--- src/rtl/fifo_pkg.sv ---
// Shared helpers for the ring FIFO family: clog2, overwrite-mode constants
// and a parameter legality check.
package fifo_pkg;

  localparam int FIFO_DROP      = 0;
  localparam int FIFO_OVERWRITE = 1;

  function automatic int clog2(input int n);
    int r;
    r = 0;
    for (int i = 0; i < 31; i++) begin
      if ((64'(1) << i) < 64'(n)) r = i + 1;
    end
    return r;
  endfunction

  function automatic bit fifo_params_ok(input int width, input int depth,
                                        input int ae_level, input int af_level);
    return (width >= 1) && (depth >= 2) &&
           (ae_level >= 0) && (ae_level < depth) &&
           (af_level > 0) && (af_level <= depth);
  endfunction

endpackage

--- src/rtl/ring_fifo_p_if.sv ---
// Request/status bundle of ring_fifo_p; master drives requests, slave is the FIFO.
interface ring_fifo_p_if #(
  parameter int WIDTH = 4,
  parameter int DEPTH = 5
);
  import fifo_pkg::*;

  localparam int CW = clog2(DEPTH + 1);

  logic [WIDTH-1:0] dataIn;
  logic             push;
  logic             pop;
  logic             clear_err;
  logic [WIDTH-1:0] dataOut;
  logic [CW-1:0]    count;
  logic             full;
  logic             empty;
  logic             almost_full;
  logic             almost_empty;
  logic             overflow;
  logic             underflow;

  modport master (
    output dataIn, push, pop, clear_err,
    input  dataOut, count, full, empty, almost_full, almost_empty, overflow, underflow
  );

  modport slave (
    input  dataIn, push, pop, clear_err,
    output dataOut, count, full, empty, almost_full, almost_empty, overflow, underflow
  );

endinterface

--- src/rtl/ring_ptr.sv ---
// Modulo-DEPTH pointer register: advances by one, wraps from DEPTH-1 to 0.
module ring_ptr #(
  parameter int DEPTH = 5,
  parameter int AW    = 3
) (
  input  logic          clock,
  input  logic          reset_n,
  input  logic          advance,
  output logic [AW-1:0] value
);

  always_ff @(posedge clock or negedge reset_n) begin
    if (!reset_n) begin
      value <= '0;
    end else if (advance) begin
      value <= (value == AW'(DEPTH - 1)) ? '0 : value + AW'(1);
    end
  end

endmodule

--- src/rtl/ring_fifo_p.sv ---
// Ring-buffer FIFO with any depth, same-cycle push/pop, thresholds, sticky
// error flags and optional overwrite-oldest on full; outputs decode registered state.
module ring_fifo_p
  import fifo_pkg::*;
#(
  parameter int WIDTH     = 4,
  parameter int DEPTH     = 5,
  parameter int AE_LEVEL  = 1,
  parameter int AF_LEVEL  = 4,
  parameter int OVERWRITE = FIFO_DROP
) (
  input  logic         clock,
  input  logic         reset_n,
  ring_fifo_p_if.slave bus
);

  localparam int AW = clog2(DEPTH);
  localparam int CW = clog2(DEPTH + 1);

  if (!fifo_params_ok(WIDTH, DEPTH, AE_LEVEL, AF_LEVEL)) begin : g_bad_params
    $error("ring_fifo_p: illegal WIDTH/DEPTH/AE_LEVEL/AF_LEVEL combination");
  end

  logic [WIDTH-1:0] mem [DEPTH];
  logic [AW-1:0]    head;
  logic [AW-1:0]    tail;
  logic [CW-1:0]    count_q;
  logic [CW-1:0]    count_nxt;
  logic             overflow_q;
  logic             underflow_q;
  logic             is_full;
  logic             is_empty;
  logic             do_wr;
  logic             adv_tail;
  logic             set_ovf;
  logic             set_udf;

  assign is_full  = (count_q == CW'(DEPTH));
  assign is_empty = (count_q == '0);

  always_comb begin
    do_wr     = 1'b0;
    adv_tail  = 1'b0;
    set_ovf   = 1'b0;
    set_udf   = 1'b0;
    count_nxt = count_q;

    set_udf = bus.pop && is_empty;
    set_ovf = bus.push && !bus.pop && is_full;

    // A push into a full FIFO lands only if a pop frees a slot this cycle
    // or overwrite mode evicts the oldest entry by advancing tail with it.
    do_wr    = bus.push && (!is_full || bus.pop || (OVERWRITE == FIFO_OVERWRITE));
    adv_tail = (bus.pop && !is_empty) ||
               (set_ovf && (OVERWRITE == FIFO_OVERWRITE));

    if (do_wr && !adv_tail) begin
      count_nxt = count_q + CW'(1);
    end else if (adv_tail && !do_wr) begin
      count_nxt = count_q - CW'(1);
    end
  end

  ring_ptr #(.DEPTH(DEPTH), .AW(AW)) u_head (
    .clock   (clock),
    .reset_n (reset_n),
    .advance (do_wr),
    .value   (head)
  );

  ring_ptr #(.DEPTH(DEPTH), .AW(AW)) u_tail (
    .clock   (clock),
    .reset_n (reset_n),
    .advance (adv_tail),
    .value   (tail)
  );

  always_ff @(posedge clock or negedge reset_n) begin
    if (!reset_n) begin
      count_q     <= '0;
      overflow_q  <= 1'b0;
      underflow_q <= 1'b0;
    end else begin
      count_q     <= count_nxt;
      overflow_q  <= set_ovf || (overflow_q && !bus.clear_err);
      underflow_q <= set_udf || (underflow_q && !bus.clear_err);
    end
  end

  // Storage is not reset; count alone decides what is valid.
  always_ff @(posedge clock) begin
    if (reset_n && do_wr) begin
      mem[head] <= bus.dataIn;
    end
  end

  assign bus.dataOut      = is_empty ? '0 : mem[tail];
  assign bus.count        = count_q;
  assign bus.full         = is_full;
  assign bus.empty        = is_empty;
  assign bus.almost_full  = (count_q >= CW'(AF_LEVEL));
  assign bus.almost_empty = (count_q <= CW'(AE_LEVEL));
  assign bus.overflow     = overflow_q;
  assign bus.underflow    = underflow_q;

endmodule

--- src/flat_wrapper.sv ---
// flat-port wrapper written by rule: the top's interface ports become plain ports
module ring_fifo_p_flat import fifo_pkg::*;
#(
  parameter int WIDTH     = 4,
  parameter int DEPTH     = 5,
  parameter int AE_LEVEL  = 1,
  parameter int AF_LEVEL  = 4,
  parameter int OVERWRITE = FIFO_DROP
)
  (clock, reset_n, bus_dataIn, bus_push, bus_pop, bus_clear_err, bus_dataOut, bus_count, bus_full, bus_empty, bus_almost_full, bus_almost_empty, bus_overflow, bus_underflow);
  ring_fifo_p_if #(.WIDTH(WIDTH), .DEPTH(DEPTH)) bus_i ();
  input  logic clock;
  input  logic reset_n;
  input wire logic [$bits(bus_i.dataIn)-1:0] bus_dataIn;
  input wire logic [$bits(bus_i.push)-1:0] bus_push;
  input wire logic [$bits(bus_i.pop)-1:0] bus_pop;
  input wire logic [$bits(bus_i.clear_err)-1:0] bus_clear_err;
  output wire logic [$bits(bus_i.dataOut)-1:0] bus_dataOut;
  output wire logic [$bits(bus_i.count)-1:0] bus_count;
  output wire logic [$bits(bus_i.full)-1:0] bus_full;
  output wire logic [$bits(bus_i.empty)-1:0] bus_empty;
  output wire logic [$bits(bus_i.almost_full)-1:0] bus_almost_full;
  output wire logic [$bits(bus_i.almost_empty)-1:0] bus_almost_empty;
  output wire logic [$bits(bus_i.overflow)-1:0] bus_overflow;
  output wire logic [$bits(bus_i.underflow)-1:0] bus_underflow;
  assign bus_i.dataIn = bus_dataIn;
  assign bus_i.push = bus_push;
  assign bus_i.pop = bus_pop;
  assign bus_i.clear_err = bus_clear_err;
  assign bus_dataOut = bus_i.dataOut;
  assign bus_count = bus_i.count;
  assign bus_full = bus_i.full;
  assign bus_empty = bus_i.empty;
  assign bus_almost_full = bus_i.almost_full;
  assign bus_almost_empty = bus_i.almost_empty;
  assign bus_overflow = bus_i.overflow;
  assign bus_underflow = bus_i.underflow;
  ring_fifo_p #(.WIDTH(WIDTH), .DEPTH(DEPTH), .AE_LEVEL(AE_LEVEL), .AF_LEVEL(AF_LEVEL), .OVERWRITE(OVERWRITE)) u_core (.clock(clock), .reset_n(reset_n), .bus(bus_i));
endmodule
--- config.mk ---
export PLATFORM = sky130hd
export DESIGN_NAME = ring_fifo_p_flat
export DESIGN_NICKNAME = d
export VERILOG_FILES = /design/src/rtl/fifo_pkg.sv /design/src/rtl/ring_fifo_p_if.sv /design/src/rtl/ring_ptr.sv /design/src/rtl/ring_fifo_p.sv /design/src/flat_wrapper.sv
export SDC_FILE = /design/constraint.sdc
export NUM_CORES = 1
export LEC_CHECK = 0
export ABC_CLOCK_PERIOD_IN_PS = 4700
export BUFFER_PORTS_ARGS = -buffer_cell sky130_fd_sc_hd__buf_2
export CAP_MARGIN = 25
export CORE_ASPECT_RATIO = 1.75
export CORE_MARGIN = 2
export CORE_UTILIZATION = 35
export CTS_CLUSTER_DIAMETER = 80
export DETAILED_ROUTE_END_ITERATION = 8
export HOLD_SLACK_MARGIN = 0.05
export PLACE_DENSITY = 0.63
export SLEW_MARGIN = 40
export SYNTH_ARGS = -nofsm -noshare
export SYNTH_HDL_FRONTEND = slang
export SYNTH_SLANG_ARGS = --single-unit
--- constraint.sdc ---
create_clock -name clock -period 4.7 [get_ports clock]
set_input_delay 0.235 -clock clock [delete_from_list [all_inputs] [get_ports clock]]
set_output_delay 0.235 -clock clock [all_outputs]
set_load 0.02 [all_outputs]
Word level (Yosys, flattened, before mapping)
Memory sizes are Yosys's and may differ from the RTL's.
Index checks and enable logic that the tools add are counted.
{"block": "word_totals", "out_inout_bits": 13, "elab_cells": 43, "ram_bits": 20, "romBits": 0, "n_memories": 1, "inputBits": 9, "latchBits": 0, "regBits": 11}
{"block": "classes", "eq_ne": 3, "n_mux": 7, "magnitude_cmp": 2, "shifts": 0, "n_bitwise": 0, "multipliers": 0, "n_reduce_logical": 21, "n_addsub": 4, "div": 0}
{"name": "u_core.mem", "depth": 5, "word_bits": 4, "read_ports": 1, "rd_clocked_by_memory_dff": 0, "wr": 1, "line_no": "ring_fifo_p.sv:24", "source": "logic [WIDTH-1:0] mem [DEPTH];"}
{"operator": "$mux W3", "n": 4}
{"operator": "$logic_and A1 B1 Y1", "n": 10}
{"operator": "$add A3 B1 Y3 const B", "n": 3}
{"operator": "$eq A3 B3 Y1 const B", "n": 3}
{"operator": "$logic_not A1 Y1", "n": 6}
{"operator": "$mux W4", "n": 1}
{"operator": "$ge A3 B3 Y1 const B", "n": 1}
{"operator": "$le A3 B1 Y1 const B", "n": 1}
{"operator": "$logic_not A3 Y1", "n": 1}
{"operator": "$logic_or A1 B1 Y1", "n": 3}
{"operator": "$sub A3 B1 Y3 const B", "n": 1}
{"operator": "$mux W1", "n": 2}
{"operator": "$reduce_bool A2 Y1", "n": 1}

Logic depth before layout (Yosys ltp)
Gate-level depths: netlist of the first run.
{"block": "depth", "word_depth": 8, "ltp_mapped": 9, "depth_no_buf": 9}

Hierarchy
Synthesis of the first run repeated with hierarchy kept, for this count alone.
{"block": "unflattened", "hier_cells": 105, "area_unflattened_um2": 1455.1}
{"module": "ring_fifo_p", "seq_area_each_um2": 725.7, "cells_each": 73, "area_per_inst_um2": 1132.3, "instances": 1}
{"module": "ring_ptr", "seq_area_each_um2": 75.1, "cells_each": 16, "area_per_inst_um2": 161.4, "instances": 2}

Worst setup path before layout of the first run
Ideal clock, no wire load.
{"block": "synth_timing", "kind": "register to register", "startpoint": "register u_core.count_q[1], in the netlist u_core.bus.count[1]", "endpoint": "memory u_core.mem[4][0], enable pin", "period_less_slack_ns": 1.929, "setup_time_ns": 0.377, "required_time_ns": 4.323, "arrival_ns": 1.552, "n_path_buf": 0, "path_slack_ns": 2.771, "path_stages_with_launch": 6, "cell_sequence": "dfrtp_1 > inv_1 > ha_1 > nand3b_1 > nand2_1 > nor4_1"}
{"block": "synth_via", "elab_chain_cells": 7}
{"element": "start, declared", "line_no": "ring_fifo_p.sv:27", "source": "logic [CW-1:0] count_q;"}
{"element": "start signal, assigned", "line_no": "ring_fifo_p.sv:84", "source": "count_q <= count_nxt;"}
{"element": "$eq A3 B3 Y1", "line_no": "ring_fifo_p.sv:38", "source": "assign is_full = (count_q == CW'(DEPTH));"}
{"element": "$logic_not A1 Y1", "line_no": "ring_fifo_p.sv:53", "source": "do_wr = bus.push && (!is_full || bus.pop || (OVERWRITE == FIFO_OVERWRITE));"}
{"element": "$logic_or A1 B1 Y1", "line_no": "ring_fifo_p.sv:53"}
{"element": "$logic_and A1 B1 Y1", "line_no": "ring_fifo_p.sv:53"}
{"element": "$logic_and A1 B1 Y1", "line_no": "ring_fifo_p.sv:92", "source": "if (reset_n && do_wr) begin"}
{"element": "$mux W1", "line_no": "ring_fifo_p.sv:92"}
{"element": "$mux W1 (implied by the code)", "line_no": "ring_fifo_p.sv:93", "source": "mem[head] <= bus.dataIn;"}
{"element": "end, declared", "line_no": "ring_fifo_p.sv:24"}
Every way passes these cells.

Final worst setup path of the first run
Same ends and word-level chain as after synthesis.

==> impl_metrics.yaml, run 1 <==
logic_synthesis:
  yosysTopAreaCell: "edfxtp_1"
  ys_seq_elements: 31
  synthCells: 101
  synth_fp_nets: 119
  synthAdderAreaFrac: 0.0785
  synth_top_family_by_area: "multiplexers"
  yosysUniqueCellTypes: 27
  ys_seq_area_frac: 0.610
  synth-compound-area-share: 0.0480
  syn_area_um2: 1440
  yosys_warnings: 0
  synth_top_area_frac: 0.418
  synthSimpleGateAreaFrac: 0.0785
  netlist_top_cells_area: "edfxtp_1 (42%), dfrtp_1 (19%), ha_1 (7.8%)"
  synth-xor-area-share: 0.0183
  synth_mux_area_frac: 0.129
  syn_area_per_cell_um2: 14.2
critical_path:
  critical_path_class: "flip-flop to flip-flop"
  crit_path_cell_trace: "inv_1 -> ha_1 -> nand3b_1 -> nand2_1 -> nor4_1"
  cp_num_buf_inv: 1
  cp-start-kind: "flip-flop"
  endpoint_kind: "flip-flop"
  path_max_fanout: 4
  critPathSlowestCell: "nor4_1"
  cp.required_ns: 4.61
  cp.depth: 5
  cp.arrival_ns: 1.93
  critPathMaxStageDelay_ns: 0.64
  reg2reg_depth: 5
  critical-path-top-delay-family: "simple AND/OR/NAND/NOR gates"
timing:
  period_share: 0.430
  min_period_ns: 2.02
  worst_pin_slew_ns: 0.740
  slew_violations: 0
  fin_skew_ns: 0.00458
  relSlewSlack: 0.502
  hold_violations: 0
  finalSetupTns_ns: 0
  grt_setup_unrepaired: "false"
  setup_violations: 0
  fmaxAchievable_mhz: 495
finish:
  final_cell_mix: "buf_2 (21), edfxtp_1 (20), dfrtp_1 (11)"
  final_cells: 176
  final_common_cell: "buf_2"
  fin_area_um2: 1700
  layout-drive-gt1-share: 0.281
  nNetsFinal: 145
  area_growth_pct: 18.3
  antenna_cells: 0
detailed_routing:
  drt_iter0_drc: 29
  vias: 844
  viasPerCell: 4.80
  ant_nets: 0
  routed_wl_mm: 2.61
  dr.pass1.iters: 4
  drc: 0
  wl_per_cell_um: 14.8
die:
  die_h_um: 88.7
  io_pins: 22
  die-area_um2: 4650
  die_x_um: 52.4
  initial_utilization: 0.368
  coreArea_um2: 3900
  row_count: 30
min_path:
  hp-class: "input port to flip-flop"
  holdPathStages: 1
clocking:
  cts.sinks: 31
  postCtsHoldBufs: 1
  cts-buffers-inserted: 5
  clk_pin_slew_ns: 0.06
  insertion_delay_ns: 0.28
  cts-htree-levels: 2
  cts_root_buffer: "clkbuf_8"
  clk_path_buf_depth: 2
  cts_tree: "yes"
  postCtsSetupBuffers: 0
  ctsResizeCount: 0
placed_design:
  place_area_um2: 1580
  place_inst: 167
  dpl.hpwl_mm: 2.09
  io_buffers: 21
  place_congestion: 0.721
grt:
  grt-ovfl-total: 0
  grt_pass1_vias: 910
  grt_pass1_wl_mm: 4.33
  grt_max_degree: 14
  antenna_found_initial: 0
  grt.total_usage: 0.134
power:
  finalPower_uw: 1110
  peakVddDrop_mv: 0.383
  p_per_area_nw_per_um2: 652
  leakage_uw: 0.000723
job:
  cap_viol_max_count: 0
outcome:
  status: "complete, no violations"
==> synthesized netlist by cell type <==
| library cell | count |
|---|---|
| edfxtp_1 | 20 |
| dfrtp_1 | 11 |
| ha_1 | 9 |
| inv_1 | 9 |
| nor2_1 | 6 |
| mux2i_1 | 5 |
| mux2_2 | 4 |
| mux4_2 | 4 |
| nand2_1 | 4 |
| nor3_1 | 4 |
| o21ai_0 | 4 |
| a21oi_1 | 3 |
| a22o_1 | 2 |
| nand2b_1 | 2 |
| xor2_1 | 2 |
| and2_1 | 1 |
| and3b_1 | 1 |
| buf_2 | 1 |
| buf_6 | 1 |
| clkbuf_1 | 1 |
| nand3_1 | 1 |
| nand3b_1 | 1 |
| nand4b_1 | 1 |
| nor4_1 | 1 |
| o211ai_1 | 1 |
| o2bb2ai_1 | 1 |
| xnor2_1 | 1 |
==> through the flow <==
stage	utilization	setup WS, ns	hold slack [ns]
2_1_floorplan	-	2.77	-0.0606
3_3_place_gp	0.405	2.83	0.136
3_5_place_dp	0.405	2.70	0.138
4_1_cts	0.435	2.65	0.191
5_1_grt	0.435	2.50	0.208
6_report	0.435	2.68	0.196
==> where the power goes <==
group | switching [uW] | total (uW) | leakage [uW] | internal, uW
logic | 234 | 423 | 0.000352 | 190
registers | 82.3 | 435 | 0.000316 | 352
clock network | 93.9 | 249 | 0.0000556 | 155
==> cell type report <==
cell class              instances  area [um^2]
well taps                      48         60.1
multi-input cells              58          505
inverters                       9         33.8
clock inverters                 3         38.8
repair buffers                 22          115
fillers                       388         2210
flip-flops and latches         31          876
clock buffers                   5         68.8
==> state kept, by name (all words and copies together), names as in the netlist <==
signal and cells:
u_core.bus.underflow 1, u_core.u_head.value 3, u_core.u_tail.value 3, u_core.mem 20
u_core.bus.count 3, u_core.bus.overflow 1
==> worst register-to-register path, delay by kind of cell (launching register included) <==
family | cells | cell delay [ns]
flops | 1 | 0.39
buf+inv | 1 | 0.10
simple gates | 3 | 0.93
fa+ha+maj | 1 | 0.23
==> final timing paths <==
path	startpoint	endpoint	slack [ns]
min	bus_dataIn[2]	u_core.mem[4][2]$_DFFE_PP_	0.20
min in group asynchronous	reset_n	u_core.u_tail.value[0]$_DFFE_PN0P_	0.36
max reg2reg	u_core.bus.count[1]$_DFFE_PN0P_	u_core.mem[4][0]$_DFFE_PP_	2.68
max in group asynchronous	reset_n	u_core.u_head.value[1]$_DFFE_PN0N_	4.11
min reg2reg	u_core.bus.underflow$_DFF_PN0_	u_core.bus.underflow$_DFF_PN0_	0.51
max	u_core.bus.count[1]$_DFFE_PN0P_	u_core.mem[4][0]$_DFFE_PP_	2.68
==> layer usage <==
layer | GRT usage | vias up | wire (um)
li1 | - | 415 | -
met1 | 0.133 | 407 | 942
met2 | 0.244 | 17 | 1520
met3 | 0.0355 | 5 | 94
met4 | 0.0723 | 0 | 56
met5 | 0 | - | 0
==> cell families after synthesis <==
| family | after synthesis |
|---|---|
| AOI/OAI and AO/OA | 11 |
| xor gates and xnor gates | 3 |
| adders and majority gates | 9 |
| buffers and inverters | 12 |
| DFF | 31 |
| muxes | 13 |
| and+or+nand+nor | 22 |
No activity file was read; power rests on OpenSTA's default activity.
==> run 2, diff against run 1 <==
Settings changed: ABC_AREA from default to 1, ABC_CLOCK_PERIOD_IN_PS 4700 to 1700, PLACE_DENSITY 0.63 to 0.64.
Clock period 4.7 ns to 1.7 ns, I/O delays scaled along.
==> run 2 against run 1 <==
Net effect: critical path depth is 1 higher; hold slack worse by 0.14 ns; synthesized cell count is 49% higher; cell count is 34% higher; sequential share of layout area is 5.7 points lower; setup slack worse by 2.5 ns; count of clock-buffer cells in the layout is 1 higher; largest cell class unchanged.
==> impl_metrics.yaml, run 2 <==
outcome:
  status: "complete, no violations"
grt:
  use_met2: 0.223
  grt_pass1_wl_mm: 4.65
  met3_usage: 0.0397
  gr-usage-met1: 0.144
  grt-ovfl-total: 0
  grt.busiest_layer: "met2"
  grt_max_degree: 13
  grt_pass1_vias: 1043
  grt.total_usage: 0.136
  antenna_found_initial: 0
logic_synthesis:
  yosys_warnings: 0
  synth_top_area_frac: 0.402
  synthCells: 150
  syn_area_um2: 1490
  yosysTopAreaCell: "edfxtp_1"
  syn_area_per_cell_um2: 9.96
  ys_top_cells_by_count: "nand2_1 (35), edfxtp_1 (20), inv_1 (16), nand3_1 (13)"
  synth_fp_nets: 168
  synthFlopType: "edfxtp_1"
  synth-edff-count: 20
  ys_seq_elements: 31
  async_flop_share: 0.355
  synth_most_common_cell: "nand2_1"
  ys_seq_area_frac: 0.586
  yosysUniqueCellTypes: 21
  netlist_top_cells_area: "edfxtp_1 (40%), dfrtp_1 (18%), nand2_1 (8.8%)"
detailed_routing:
  wl_per_cell_um: 11.8
  viasPerCell: 4.58
  drc: 0
  vias: 1082
  drt_iter0_drc: 13
  routed_wl_mm: 2.78
  ant_nets: 0
  dr.pass1.iters: 3
die:
  die_x_um: 53.4
  coreArea_um2: 4110
  initial_utilization: 0.363
  io_pins: 22
  row_count: 31
  die_h_um: 90.4
  die-area_um2: 4830
clocking:
  clk_pin_slew_ns: 0.06
  cts-htree-levels: 2
  cts.sinks: 31
  insertion_delay_ns: 0.28
  cts_root_buffer: "clkbuf_8"
  cts_tree: "yes"
  clk_path_buf_depth: 2
  cts-buffers-inserted: 5
finish:
  area_growth_pct: 28.2
  top_register: "u_core.mem"
  largest_reg_flops: 20
  antenna_cells: 0
  final_common_cell: "nand2_1"
  final_cell_mix: "nand2_1 (35), buf_2 (20), edfxtp_1 (20)"
  regArea_um2: 880
  nNetsFinal: 204
  layout-drive-gt1-share: 0.299
  n_fill_cell: 408
  multi_input_area_um2: 582
power:
  p_per_area_nw_per_um2: 1770
  leakage_uw: 0.000860
  peakVddDrop_mv: 0.987
min_path:
  hp-class: "input port to flip-flop"
placed_design:
  dpl.hpwl_mm: 2.14
  io_buffers: 21
  place_congestion: 0.738
timing:
  worst_pin_slew_ns: 0.343
  finalSetupTns_ns: 0
  grt_setup_unrepaired: "false"
  finalHoldWorstSlack_ns: 0.0553
  period_share: 0.922
  setup_violations: 0
  fin_skew_ns: 0.00254
  min_period_ns: 1.57
  hold_violations: 0
  fmaxAchievable_mhz: 638
  relSlewSlack: 0.770
  slew_violations: 0
job:
  cap_viol_max_count: 0
critical_path:
  path_max_fanout: 6
  endpoint_kind: "output port"
  cp-start-kind: "flip-flop"
  cp.arrival_ns: 1.48
  cp.required_ns: 1.62
  critical_path_class: "flip-flop to output port"
==> run 2: cell types whose count changed after synthesis, moves of 3 or more <==
cell / before / now
nor2_1: 6 / 10
mux2_2: 4 / 0
nor3_1: 4 / 0
a21oi_1: 3 / 7
o21ai_0: 4 / 11
mux2i_1: 5 / 0
inv_1: 9 / 16
mux4_2: 4 / 0
inv_2: 0 / 3
nand2_1: 4 / 35
nand2_2: 0 / 3
nand3_1: 1 / 13
==> run 2: area by class of cell <==
cell class / count / area share
well taps: 49 / 0.0320
clock buffers: 6 / 0.0431
flip-flops and latches: 31 / 0.459
multi-input cells: 97 / 0.304
repair buffers: 31 / 0.0993
clock inverters: 2 / 0.0183
inverters: 20 / 0.0444
==> run 2: worst paths after layout <==
kind | start | to | slack [ns] | cells past startpoint
worst min-delay path | bus_dataIn[0] | u_core.mem[2][0]$_DFFE_PP_ | 0.06 | 1
max in group asynchronous | reset_n | u_core.u_tail.value[0]$_DFFE_PN0P_ | 1.25 | 3
worst max register to register | u_core.bus.count[1]$_DFFE_PN0P_ | u_core.bus.count[2]$_DFFE_PN0P_ | 0.14 | 11
min in group asynchronous | reset_n | u_core.bus.overflow$_DFF_PN0_ | 0.27 | 3
worst min register to register | u_core.bus.underflow$_DFF_PN0_ | u_core.bus.underflow$_DFF_PN0_ | 0.53 | 2
worst max-delay path | u_core.bus.count[0]$_DFFE_PN0P_ | bus_dataOut[2] | 0.13 | 6
==> run 2: cell families (layout without fill, tap and decap cells) <==
family / count (synthesis) / count (layout) / synth area share
buf+inv: 22 / 59 / 0.0595
simple gates: 66 / 66 / 0.197
flops: 31 / 31 / 0.586
fa+ha+maj: 9 / 9 / 0.0754
compound gates: 20 / 20 / 0.0704
xor+xnor: 2 / 2 / 0.0117
==> run 2: repair_timing <==
action,in CTS,in global routing
endpoints found under the setup margin,0,5
endpoints found under the hold margin,16,0
hold buffers,3,0
setup buffers,0,1
resized for setup,0,7
==> run 2: critical path, stage by stage (launching register included) <==
cell     delay, ns
dfrtp_2       0.41
inv_1         0.09
ha_2          0.21
nand2_4       0.10
o21ai_0       0.09
a21oi_1       0.12
buf_2         0.18
==> run 2: stage by stage <==
step / power, uW / utilization / worst slack (ns) / area [um^2] / std cells
global placement: 2600 / 0.422 / 0.0519 / 1730 / 224
floorplan: 2190 / - / 0.000517 / 1530 / 150
global route: 3670 / 0.466 / 0.0126 / 1920 / 236
detailed placement: 2620 / 0.422 / 0.0122 / 1730 / 224
finish: 3400 / 0.466 / 0.132 / 1920 / 236
CTS: 3370 / 0.458 / 0.00473 / 1880 / 235
==> run 2: power breakdown <==
part	switching, uW	internal [uW]	leakage, uW	total, uW
registers	192	979	0.000314	1170
clock network	262	473	0.0000612	736
logic	911	581	0.000485	1490
total	1360	2030	0.000860	3400
==> run 2: layer usage <==
metal / wire length [um] / up-vias
met5: 0 / -
met4: 79 / 0
met3: 109 / 6
met2: 1540 / 15
met1: 1050 / 493
li1: - / 568
==> run 3, diff against run 2 <==
Settings changed: ABC_AREA 1 to default, PLACE_DENSITY 0.64 to 0.65.
==> run 3 against run 2 <==
Net effect: via count decreased by 13%; global-route usage fell by 0.14 points; sequential share of layout area is 1.2 points higher; combinational power is 5% lower; critical path type unchanged; critical endpoint is now bus_dataOut[0].
==> impl_metrics.yaml, run 3 (synthesized netlist as in run 1, its figures left out) <==
outcome:
  status: "complete, no violations"
placed_design:
  pre_cts_ws_ns: 0.0236
  io_buffers: 21
  dpl.hpwl_mm: 2.00
  place_congestion: 0.746
timing:
  min_period_ns: 1.68
  setup_slack_ns: 0.0208
  setup_violations: 0
  period_share: 0.988
  worst_pin_slew_ns: 0.339
  grt_setup_unrepaired: "true"
  finalHoldWorstSlack_ns: 0.0912
  relSlewSlack: 0.774
  fin_skew_ns: 0.00557
  hold_violations: 0
  slew_violations: 0
  fmaxAchievable_mhz: 596
critical_path:
  critical_path_class: "flip-flop to output port"
  cp.arrival_ns: 1.59
  cp-start-kind: "flip-flop"
  r2r-start: "u_core.bus.count[0]$_DFFE_PN0P_"
  endpoint_kind: "output port"
  path_max_fanout: 5
  startpoint: "u_core.u_tail.value[0]$_DFFE_PN0P_"
  cp.required_ns: 1.62
die:
  io_pins: 22
  row_count: 30
  die-area_um2: 4650
  die_x_um: 52.4
  initial_utilization: 0.368
  coreArea_um2: 3900
  die_h_um: 88.7
power:
  pwr-share-clk: 0.170
  pwr-share-comb: 0.449
  p_per_area_nw_per_um2: 1680
  leakage_uw: 0.000802
  p_int_uw: 1960
  p_sw_uw: 1180
  pwr-share-seq: 0.381
  peakVddDrop_mv: 0.889
  switching_share: 0.375
min_path:
  hold_path.startpoint: "bus_push"
  hp-class: "input port to flip-flop"
finish:
  largest_reg_flops: 20
  multi_input_area_um2: 532
  regArea_um2: 878
  final_common_cell: "edfxtp_1"
  fin_util: 0.478
  n_fill_cell: 367
  top_register: "u_core.mem"
  area_growth_pct: 29.9
  layout-drive-gt1-share: 0.392
  antenna_cells: 0
  nNetsFinal: 165
  final_cell_mix: "edfxtp_1 (20), buf_2 (19), buf_4 (18)"
grt:
  grt_pass1_vias: 949
  grt.total_usage: 0.134
  grt_pass1_wl_mm: 4.44
  grt_max_degree: 13
  grt-ovfl-total: 0
  antenna_found_initial: 0
clocking:
  insertion_delay_ns: 0.27
  clk_path_buf_depth: 2
  cts-htree-levels: 2
  cts_tree: "yes"
  cts.sinks: 31
  cts_root_buffer: "clkbuf_8"
  clk_pin_slew_ns: 0.06
  cts-buffers-inserted: 5
detailed_routing:
  routed_wl_mm: 2.69
  viasPerCell: 4.78
  wl_per_cell_um: 13.7
  drt_iter0_drc: 20
  dr.pass1.iters: 4
  drc: 0
  vias: 937
  ant_nets: 0
job:
  cap_viol_max_count: 0
## run 3: cell types whose count changed in the layout (fill, tap and decap cells not counted), moves of 4 or more
cell	before	now
nand2_1	35	4
buf_4	8	18
nand3_1	11	1
inv_1	15	8
o21ai_0	11	4
nor2_1	10	5
a21oi_1	7	3
mux2_2	0	4
mux2i_1	0	4
mux4_2	0	4
nor3_1	0	4
## run 3: what timing repair did
action,4_1_cts,5_1_grt
endpoints found under the hold margin,27,0
resized for setup,1,8
hold buffers,5,0
buffers inserted,1,2
gates cloned,0,0
pin swaps,0,4
setup endpoints to repair,4,22
## run 3: worst paths after layout
path                       slack [ns]  depth (start not counted)                                  to
setup / recovery                 0.02                          4                      bus_dataOut[0]
hold / removal                   0.09                          2       u_core.bus.overflow$_DFF_PN0_
setup reg to reg                 0.03                          5          u_core.mem[2][2]$_DFFE_PP_
hold reg to reg                  0.51                          1      u_core.bus.underflow$_DFF_PN0_
max in group asynchronous        1.22                          3  u_core.u_tail.value[0]$_DFFE_PN0P_
min in group asynchronous        0.31                          3  u_core.u_head.value[1]$_DFFE_PN0N_
## run 3: per-layer routing
layer | track usage | up-vias | share of wire
li1 | - | 455 | -
met1 | 0.152 | 458 | 0.41
met2 | 0.223 | 20 | 0.53
met3 | 0.0405 | 4 | 0.046
met4 | 0.0699 | 0 | 0.018
met5 | 0 | - | 0
## run 3: through the flow
step                power (uW)  cell area, um^2  std cells   TNS (ns)
global placement          2460             1690        180          0
finish                    3140             1860        196          0
global route              3370             1860        196     -0.670
CTS                       3070             1820        194  -0.000446
detailed placement        2510             1690        180          0
floorplan                 2080             1440        101     -0.689
## run 3: worst max-delay path, stage by stage, from the launching register on
cell and delay, ns:
dfrtp_2 0.46, mux4_2 0.52, mux2i_1 0.13, nor2_1 0.06, buf_4 0.16
## run 3: final cells by class
cell class	instances	area share
repair buffers	42	0.150
flip-flops and latches	31	0.471
multi-input cells	58	0.285
clock buffers	8	0.0430
well taps	48	0.0322
inverters	9	0.0181
## run 3: power groups by stage
stage | registers, uW | logic (uW) | clock network (uW)
6_report | 1200 | 1410 | 534
5_1_grt | 1240 | 1570 | 570
4_1_cts | 1190 | 1340 | 543
2_1_floorplan | 1180 | 895 | 0
3_3_place_gp | 1200 | 1260 | 0
3_5_place_dp | 1210 | 1300 | 0
